## src/rtl/eye_tracker_pkg.sv

```systemverilog
// Shared constants for the EyeTracker host command path: command bytes,
// response bytes, sequencer state encoding and the register address map.
package eye_tracker_pkg;

    localparam logic [7:0] CMD_WR   = 8'h57;
    localparam logic [7:0] CMD_RD   = 8'h52;
    localparam logic [7:0] ACK_BYTE = 8'h4B;
    localparam logic [7:0] NAK_BYTE = 8'hEE;

    typedef enum logic [2:0] {
        ST_IDLE = 3'd0,
        ST_ADDR = 3'd1,
        ST_DATA = 3'd2,
        ST_WSTB = 3'd3,
        ST_RSTB = 3'd4,
        ST_TX   = 3'd5
    } state_t;

    typedef enum logic {
        OP_WR = 1'b0,
        OP_RD = 1'b1
    } op_t;

    localparam int REG_UART_SW      = 0;
    localparam int REG_VGA_OUT_MODE = 1;
    localparam int REG_THRESHOLD    = 2;
    localparam int REG_RESERVED     = 3;

endpackage

```

## src/rtl/eye_tracker_cmd_timeout.sv

```systemverilog
// Inter-byte watchdog: counts enabled idle cycles since the last clear and
// flags expiry on the cycle the count reaches TIMEOUT_CYC-1.
module eye_tracker_cmd_timeout #(
    parameter int TIMEOUT_CYC = 2500000
) (
    input  logic clk_i,
    input  logic rst_i,
    input  logic clr_i,
    input  logic en_i,
    output logic expire_o
);

    localparam int CW = (TIMEOUT_CYC > 2) ? $clog2(TIMEOUT_CYC) : 1;

    logic [CW-1:0] cnt_q;
    logic [CW-1:0] cnt_d;

    always_comb begin
        cnt_d = cnt_q;
        if (clr_i) begin
            cnt_d = '0;
        end else if (en_i) begin
            cnt_d = cnt_q + 1'b1;
        end
    end

    always_ff @(posedge clk_i or posedge rst_i) begin
        if (rst_i) begin
            cnt_q <= '0;
        end else begin
            cnt_q <= cnt_d;
        end
    end

    assign expire_o = en_i && (cnt_q == CW'(TIMEOUT_CYC - 1));

endmodule

```

## src/rtl/eye_tracker_host_cmd.sv

```systemverilog
// Host byte-command sequencer: parses 'W'/'R' frames from the UART stream,
// strobes the register block and returns read data or a write acknowledge.
module eye_tracker_host_cmd
    import eye_tracker_pkg::*;
#(
    parameter int DATA_WIDTH  = 8,
    parameter int NUM_REGS    = 4,
    parameter int TIMEOUT_CYC = 2500000,
    parameter bit ACK_EN      = 1'b1
) (
    input  logic                  CLK,
    input  logic                  RST,
    input  logic                  iRX_VALID,
    input  logic [DATA_WIDTH-1:0] iRX_DATA,
    output logic                  oTX_VALID,
    output logic [DATA_WIDTH-1:0] oTX_DATA,
    input  logic                  iTX_READY,
    output logic [NUM_REGS-1:0]   oWE_BIT,
    output logic [NUM_REGS-1:0]   oRE_BIT,
    output logic [DATA_WIDTH-1:0] oDATA,
    input  logic [DATA_WIDTH-1:0] iRD,
    output logic                  oBUSY,
    output logic                  oERR
);

    state_t                state_q, state_d;
    op_t                   op_q, op_d;
    logic [DATA_WIDTH-1:0] addr_q, addr_d;
    logic [DATA_WIDTH-1:0] data_q, data_d;
    logic [DATA_WIDTH-1:0] tx_data_q, tx_data_d;
    logic [NUM_REGS-1:0]   we_q, we_d;
    logic [NUM_REGS-1:0]   re_q, re_d;
    logic                  err_q, err_d;

    logic                  byte_acc;
    logic                  tmo_en;
    logic                  tmo_expire;
    logic [NUM_REGS-1:0]   addr_hit;
    logic [NUM_REGS-1:0]   rx_hit;
    logic                  addr_ok;

    // Full-width address compare, so any byte at or above NUM_REGS decodes to no bit.
    for (genvar gi = 0; gi < NUM_REGS; gi++) begin : g_decode
        assign addr_hit[gi] = (addr_q   == DATA_WIDTH'(gi));
        assign rx_hit[gi]   = (iRX_DATA == DATA_WIDTH'(gi));
    end
    assign addr_ok = |addr_hit;

    assign tmo_en = (state_q == ST_ADDR) || (state_q == ST_DATA);

    eye_tracker_cmd_timeout #(
        .TIMEOUT_CYC(TIMEOUT_CYC)
    ) u_timeout (
        .clk_i   (CLK),
        .rst_i   (RST),
        .clr_i   (byte_acc || !tmo_en),
        .en_i    (tmo_en),
        .expire_o(tmo_expire)
    );

    always_comb begin
        state_d   = state_q;
        op_d      = op_q;
        addr_d    = addr_q;
        data_d    = data_q;
        tx_data_d = tx_data_q;
        we_d      = '0;
        re_d      = '0;
        err_d     = err_q;
        byte_acc  = 1'b0;

        case (state_q)
            ST_IDLE: begin
                if (iRX_VALID) begin
                    if (iRX_DATA == DATA_WIDTH'(CMD_WR)) begin
                        op_d     = OP_WR;
                        state_d  = ST_ADDR;
                        byte_acc = 1'b1;
                    end else if (iRX_DATA == DATA_WIDTH'(CMD_RD)) begin
                        op_d     = OP_RD;
                        state_d  = ST_ADDR;
                        byte_acc = 1'b1;
                    end else begin
                        err_d = 1'b1;
                    end
                end
            end
            ST_ADDR: begin
                if (iRX_VALID) begin
                    addr_d   = iRX_DATA;
                    byte_acc = 1'b1;
                    if (op_q == OP_WR) begin
                        state_d = ST_DATA;
                    end else begin
                        // Read select is registered so it lines up with the RSTB cycle.
                        re_d    = rx_hit;
                        state_d = ST_RSTB;
                    end
                end else if (tmo_expire) begin
                    state_d = ST_IDLE;
                    err_d   = 1'b1;
                end
            end
            ST_DATA: begin
                if (iRX_VALID) begin
                    data_d   = iRX_DATA;
                    byte_acc = 1'b1;
                    we_d     = addr_hit;
                    state_d  = ST_WSTB;
                end else if (tmo_expire) begin
                    state_d = ST_IDLE;
                    err_d   = 1'b1;
                end
            end
            ST_WSTB: begin
                if (!addr_ok || iRX_VALID) begin
                    err_d = 1'b1;
                end
                if (ACK_EN) begin
                    tx_data_d = DATA_WIDTH'(ACK_BYTE);
                    state_d   = ST_TX;
                end else begin
                    state_d = ST_IDLE;
                end
            end
            ST_RSTB: begin
                if (addr_ok) begin
                    tx_data_d = iRD;
                end else begin
                    tx_data_d = DATA_WIDTH'(NAK_BYTE);
                    err_d     = 1'b1;
                end
                if (iRX_VALID) begin
                    err_d = 1'b1;
                end
                state_d = ST_TX;
            end
            ST_TX: begin
                if (iRX_VALID) begin
                    err_d = 1'b1;
                end
                if (iTX_READY) begin
                    state_d = ST_IDLE;
                end
            end
            default: begin
                state_d = ST_IDLE;
            end
        endcase
    end

    always_ff @(posedge CLK or posedge RST) begin
        if (RST) begin
            state_q   <= ST_IDLE;
            op_q      <= OP_WR;
            addr_q    <= '0;
            data_q    <= '0;
            tx_data_q <= '0;
            we_q      <= '0;
            re_q      <= '0;
            err_q     <= 1'b0;
        end else begin
            state_q   <= state_d;
            op_q      <= op_d;
            addr_q    <= addr_d;
            data_q    <= data_d;
            tx_data_q <= tx_data_d;
            we_q      <= we_d;
            re_q      <= re_d;
            err_q     <= err_d;
        end
    end

    assign oTX_VALID = (state_q == ST_TX);
    assign oTX_DATA  = tx_data_q;
    assign oWE_BIT   = we_q;
    assign oRE_BIT   = re_q;
    assign oDATA     = data_q;
    assign oBUSY     = (state_q != ST_IDLE);
    assign oERR      = err_q;

endmodule

```

## config.mk

```make
export PLATFORM = sky130hd
export DESIGN_NAME = eye_tracker_host_cmd
export DESIGN_NICKNAME = d
export VERILOG_FILES = /design/src/rtl/eye_tracker_pkg.sv /design/src/rtl/eye_tracker_cmd_timeout.sv /design/src/rtl/eye_tracker_host_cmd.sv
export SDC_FILE = /design/constraint.sdc
export NUM_CORES = 1
export LEC_CHECK = 0
export BUFFER_PORTS_ARGS = -buffer_cell sky130_fd_sc_hd__clkbuf_2
export CAP_MARGIN = 20
export CORE_ASPECT_RATIO = 0.6
export CORE_MARGIN = 5
export CORE_UTILIZATION = 58
export CTS_BUF_LIST = sky130_fd_sc_hd__clkbuf_4
export DETAILED_ROUTE_END_ITERATION = 12
export GPL_ROUTABILITY_DRIVEN = 0
export GPL_TIMING_DRIVEN = 0
export PLACE_DENSITY_LB_ADDON = 0.2
export SKIP_CTS_REPAIR_TIMING = 1
export SLEW_MARGIN = 20
export SYNTH_ARGS = -nofsm -noshare
export SYNTH_HDL_FRONTEND = slang
export SYNTH_SLANG_ARGS = --single-unit
export TNS_END_PERCENT = 10
```

## constraint.sdc

```tcl
create_clock -name CLK -period 3.9 [get_ports CLK]
set_clock_uncertainty 0.05 [all_clocks]
set_input_delay 0.585 -clock CLK [delete_from_list [all_inputs] [get_ports CLK]]
set_output_delay 0.585 -clock CLK [all_outputs]
set_load 0.005 [all_outputs]
```

* Word-level counts from Yosys, hierarchy flattened
Cells that the tools add are included.
** Storage, ports and cells
- Register bits :: 59
- Bits in latches :: 0
- Bits in writable memories :: 0
- ROM bits :: 0
- Output and inout bits :: 27
- Logic and storage cells :: 91
- Memories :: 0
** Operators by class
- $add $sub $neg :: 1
- Multiply operators :: 0
- Div/mod/pow operators :: 0
- Magnitude comparators :: 0
- Eq/ne operators :: 24
- Shifts and indexed selects :: 0
- Mux-type cells :: 35
- Bitwise operators :: 0
- Reduce and logical (&&, ||, !) cells :: 22
** Operator list (number)
- $mux W22 :: 2
- $eq A8 B2 Y1 const B :: 4
- $mux W3 :: 8
- $add A22 B1 Y22 const B :: 1
- $eq A22 B22 Y1 const B :: 1
- $mux W4 :: 5
- $eq A8 B1 Y1 const B :: 2
- $eq A8 B7 Y1 const B :: 2
- $logic_not A8 Y1 :: 2
- $pmux W8 S2 :: 1
- $mux W1 :: 15
- $pmux W3 S5 :: 1
- $ne A2 B2 Y1 const B :: 6
- $reduce_and A9 Y1 :: 1
- $mux W8 :: 1
- $eq A3 B2 Y1 const B :: 2
- $eq A3 B3 Y1 const B :: 2
- $ne A3 B3 Y1 const B :: 2
- $reduce_and A3 Y1 :: 2
- $reduce_bool A2 Y1 :: 3
- $pmux W1 S5 :: 1
- $reduce_bool A5 Y1 :: 1
- $ne A2 B1 Y1 const B :: 2
- $reduce_and A2 Y1 :: 2
- other kinds (9) :: 13

* Longest topological paths before layout
- Depth after elaboration :: 7
- Gate-level depth with buffers :: 6

* Modules after synthesis
Synthesis repeated with hierarchy kept, for this count alone.
** Second synthesis, totals
- Cells, all modules :: 281
- Area total of the unflattened synthesis :: 2941.6 um^2
** Modules (own cells, without submodules)
- eye_tracker_host_cmd :: times used 1, cells an instance 158, area each 1752.9 um^2
- eye_tracker_cmd_timeout :: times used 1, cells an instance 123, area each 1188.6 um^2

* Least setup slack after synthesis
No wires, ideal clock.
- Kind :: reg-to-reg
- From :: register u_timeout.cnt_q[9]
- To :: register u_timeout.cnt_q[19]
- Data arrival time :: 1.718 ns
- Required time :: 3.772 ns
- Setup slack :: 2.054 ns
- Cell stages (with the launch flop) :: 6
- Period minus slack after synthesis :: 1.846 ns
- Cell sequence :: dfrtp_1 -> nand4_4 -> or4_1 -> buf_2 -> or4_1 -> a21oi_1
** Between the ends
- Word-level cells in the longest chain between the ends :: 3
** RTL lines
- from (decl) :: RTL line eye_tracker_cmd_timeout.sv:15 : logic [CW-1:0] cnt_q;
- from (signal assigned) :: RTL line eye_tracker_cmd_timeout.sv:31 : cnt_q <= cnt_d;
- $add A22 B1 Y22 :: RTL line eye_tracker_cmd_timeout.sv:23 : cnt_d = cnt_q + 1'b1;
- $mux W22 :: RTL line eye_tracker_cmd_timeout.sv:22 : end else if (en_i) begin
- $mux W22 :: RTL line eye_tracker_cmd_timeout.sv:20 : if (clr_i) begin
No other way between the ends. The select of a mux whose other input is x is not followed.
A chain may end at the register's enable or synchronous reset.

* Final worst setup path
- From :: register state_q[0]
- To :: output port oBUSY
** Between the ends
- Word-level cells in the longest chain between the ends :: 1
** RTL lines
- from (decl) :: RTL line eye_tracker_host_cmd.sv:26 : state_t state_q, state_d;
- from (signal assigned) :: RTL line eye_tracker_host_cmd.sv:163 : state_q <= state_d;
- $reduce_bool A3 Y1 :: RTL line eye_tracker_host_cmd.sv:179 : assign oBUSY = (state_q != ST_IDLE);
- to (decl) :: RTL line eye_tracker_host_cmd.sv:22 : output logic oBUSY,
No other way between the ends.

==> results.json <==
{
  "outcome": "completed",
  "start_kind": "flop",
  "leakagePower_nw": 1.36,
  "crit_chain": "clkbuf_1 -> nor2_1 -> nand2_1 -> clkbuf_2",
  "post_drt_wl_per_cell_um": 15.8,
  "root_buffer": "clkbuf_4",
  "vias": 2229,
  "portBuffers": 46,
  "yosysTopAreaCell": "dfrtp_1",
  "htreeDepth": 3,
  "dieWidth_um": 98.1,
  "cts_buffer_depth": 2,
  "ant_nets": 0,
  "multiInputGateArea_um2": 1150,
  "drv_cap": 0,
  "die_h_um": 62.8,
  "fillers": 354,
  "syn_area_per_cell_um2": 10.4,
  "drive_gt1_frac": 0.252,
  "worst_path_dominant_cell_family": "simple AND/OR/NAND/NOR gates",
  "grt_start_max_net_pins": 60,
  "synth-seq-cells": 59,
  "hpwlAfterDp_um": 4370,
  "num_antenna_cells": 0,
  "synth_area_leaders": "dfrtp_1 55%, mux2_2 5.8%, nor2_1 4.0%",
  "io_pins": 47,
  "cts_buffers": 9,
  "fmax_mhz": 413,
  "max_stage_delay_ps": 500,
  "nets": 337,
  "ys_seq_area_frac": 0.547,
  "vdd_drop_max_v": 0.000378,
  "track_usage": 0.216,
  "drc": 0,
  "grt_pass1_vias": 2145,
  "wl_um": 6060,
  "slew_headroom": 0.452,
  "syn_to_final_growth_pct": 17.1,
  "cp_slowest_cell": "nor2_1",
  "first_pass_iters": 4,
  "ff_latch_area_um2": 1480,
  "synth_cell_types": 41,
  "min_period_over_period": 0.621,
  "setup_viol": 0,
  "path_max_fanout": 9,
  "clk_pin_slew_ps": 100,
  "start_util": 0.594,
  "place_ws_ps": 1740,
  "finalCriticalPeriod_ps": 2420,
  "setup_ws_ps": 1480,
  "fin_util": 0.696,
  "path_class": "flop to primary output",
  "hold_viol": 0,
  "slew_viol_final": 0,
  "worst_pin_slew_ps": 819,
  "synth_nets": 280,
  "antenna_found_initial": 0,
  "grt_pass1_wl_um": 10400,
  "rsz0062_at_grt": "false",
  "vias_per_cell": 5.80,
  "cp-end-kind": "primary output",
  "cp.required_ps": 3260,
  "drtIter0Drc": 160,
  "hp-class": "input port to async pin",
  "insertion_delay_ps": 390,
  "die-area_um2": 6160,
  "power_density_nw_per_um2": 580,
  "clock_sinks": 59,
  "synth_area_um2": 2700,
  "worstPathArrival_ps": 1790,
  "yosys_warnings": 0,
  "synth_top_area_frac": 0.547,
  "grt_overflow_total": 0,
  "fp-row-count": 19,
  "core_region_area_um2": 4540,
  "cp_num_buf_inv": 2,
  "tritoncts": "done",
  "synthCells": 259,
  "whs_ps": 249,
  "setup_tns_ps": 0
}
-- synth_stat cells, drive strengths merged --
library cell and number:
dfrtp 59, nor2 29, nand2 15, mux2 14
nor3 14, a21oi 13, inv 11, o21ai 10
xnor2 10, nand3 9, nand4 8, nor4 7
clkbuf 6, or4 6, nand2b 5, or3 5
o31ai 4, xor2 4, and3 3, nor3b 3
o22a 3, a31o 2, and2 2, nor4bb 2
o211ai 2, a221oi 1, a31oi 1, a41o 1
and4b 1, buf 1, clkinvlp 1, ha 1
nand3b 1, nor2b 1, o221ai 1, o22ai 1
o41ai 1, or2 1
-- cell type report --
| class | count | share of cell area |
|---|---|---|
| sequential | 59 | 0.467 |
| buffer | 7 | 0.00871 |
| timing repair buffer | 46 | 0.0728 |
| multi-input combinational | 181 | 0.363 |
| tap | 63 | 0.0249 |
| clock buffer | 9 | 0.0214 |
| inverter | 12 | 0.0154 |
| clock inverter | 7 | 0.0261 |
-- power breakdown --
group | total, mW | switching (mW) | internal (mW) | leakage [nW]
combinational | 0.536 | 0.305 | 0.231 | 0.515
sequential | 0.825 | 0.0791 | 0.746 | 0.765
clock | 0.472 | 0.220 | 0.252 | 0.0761
total | 1.83 | 0.605 | 1.23 | 1.36
-- path summary, 6_finish.rpt --
kind,from,endpoint,slack [ps],cells after the start
min,RST,u_timeout.cnt_q[5],250,2
max,state_q[0],oBUSY,1480,4
min in group CLK,iRD[4],oTX_DATA[4],380,3
max reg2reg,u_timeout.cnt_q[8],u_timeout.cnt_q[18],1810,5
max in group asynchronous,RST,addr_q[5],3090,2
min reg2reg,addr_q[0],oWE_BIT[0],420,1
-- flip-flops by register name (all words and copies together), names as in the netlist --
| register | cells |
|---|---|
| u_timeout.cnt_q | 22 |
| addr_q | 8 |
| oDATA | 8 |
| oTX_DATA | 8 |
| oRE_BIT | 4 |
| oWE_BIT | 4 |
| state_q | 3 |
| oERR | 1 |
| op_q | 1 |
-- cells by family after synthesis --
group | Yosys count | share of synthesized area
buffers and inverters | 19 | 0.0273
xor gates and xnor gates | 14 | 0.0454
DFF | 59 | 0.547
adders and majority gates | 1 | 0.00464
and+or+nand+nor | 112 | 0.223
muxes | 14 | 0.0584
AOI/OAI and AO/OA | 40 | 0.0937
-- metal layers --
metal / up-vias / GRT usage / wire length (µm)
li1: 1059 / - / -
met1: 1092 / 0.318 / 2900
met2: 71 / 0.284 / 2590
met3: 7 / 0.0858 / 482
met4: 0 / 0.0760 / 81
met5: - / 0 / 0
-- worst reg2reg max path: cells and delay by family, from the launching register on --
family | cells | cell delay (ps)
buffers and inverters | 1 | 190
flip-flops | 1 | 520
AO/OA/AOI/OAI | 1 | 160
AND/OR/NAND/NOR | 3 | 1110
-- metrics by stage --
step                      instance area, µm²  std cells  total power, mW
after CTS                               3160        384             1.84
after global placement                  3010        368             1.35
after floorplan                         2700        259             1.17
final                                   3160        384             1.83
after detailed placement                3010        368             1.37
after global routing                    3160        384             1.96
-- layout by cell type, fill, tap and decap left out, types with 2 or more instances in the layout --
cell type | netlist | routed
dfrtp_1 | 59 | 59
clkbuf_2 | 0 | 46
nor2_1 | 29 | 29
nand2_1 | 15 | 15
nor3_1 | 14 | 14
mux2_2 | 14 | 14
a21oi_1 | 13 | 13
inv_1 | 11 | 10
xnor2_1 | 10 | 10
o21ai_0 | 10 | 10
nand3_1 | 9 | 9
clkbuf_4 | 0 | 9
nand4_1 | 7 | 7
nor4_1 | 7 | 7
clkbuf_1 | 6 | 6
nand2b_1 | 5 | 5
or4_1 | 5 | 5
xor2_1 | 4 | 4
or3_1 | 4 | 4
o31ai_1 | 4 | 4
clkinv_1 | 0 | 4
and3_1 | 3 | 3
o22a_1 | 3 | 3
nor3b_1 | 3 | 3
and2_1 | 2 | 2
o211ai_1 | 2 | 2
a31o_2 | 2 | 2
nor4bb_1 | 2 | 2
bufinv_16 | 0 | 2
No activity file was read; power rests on OpenSTA's default activity.
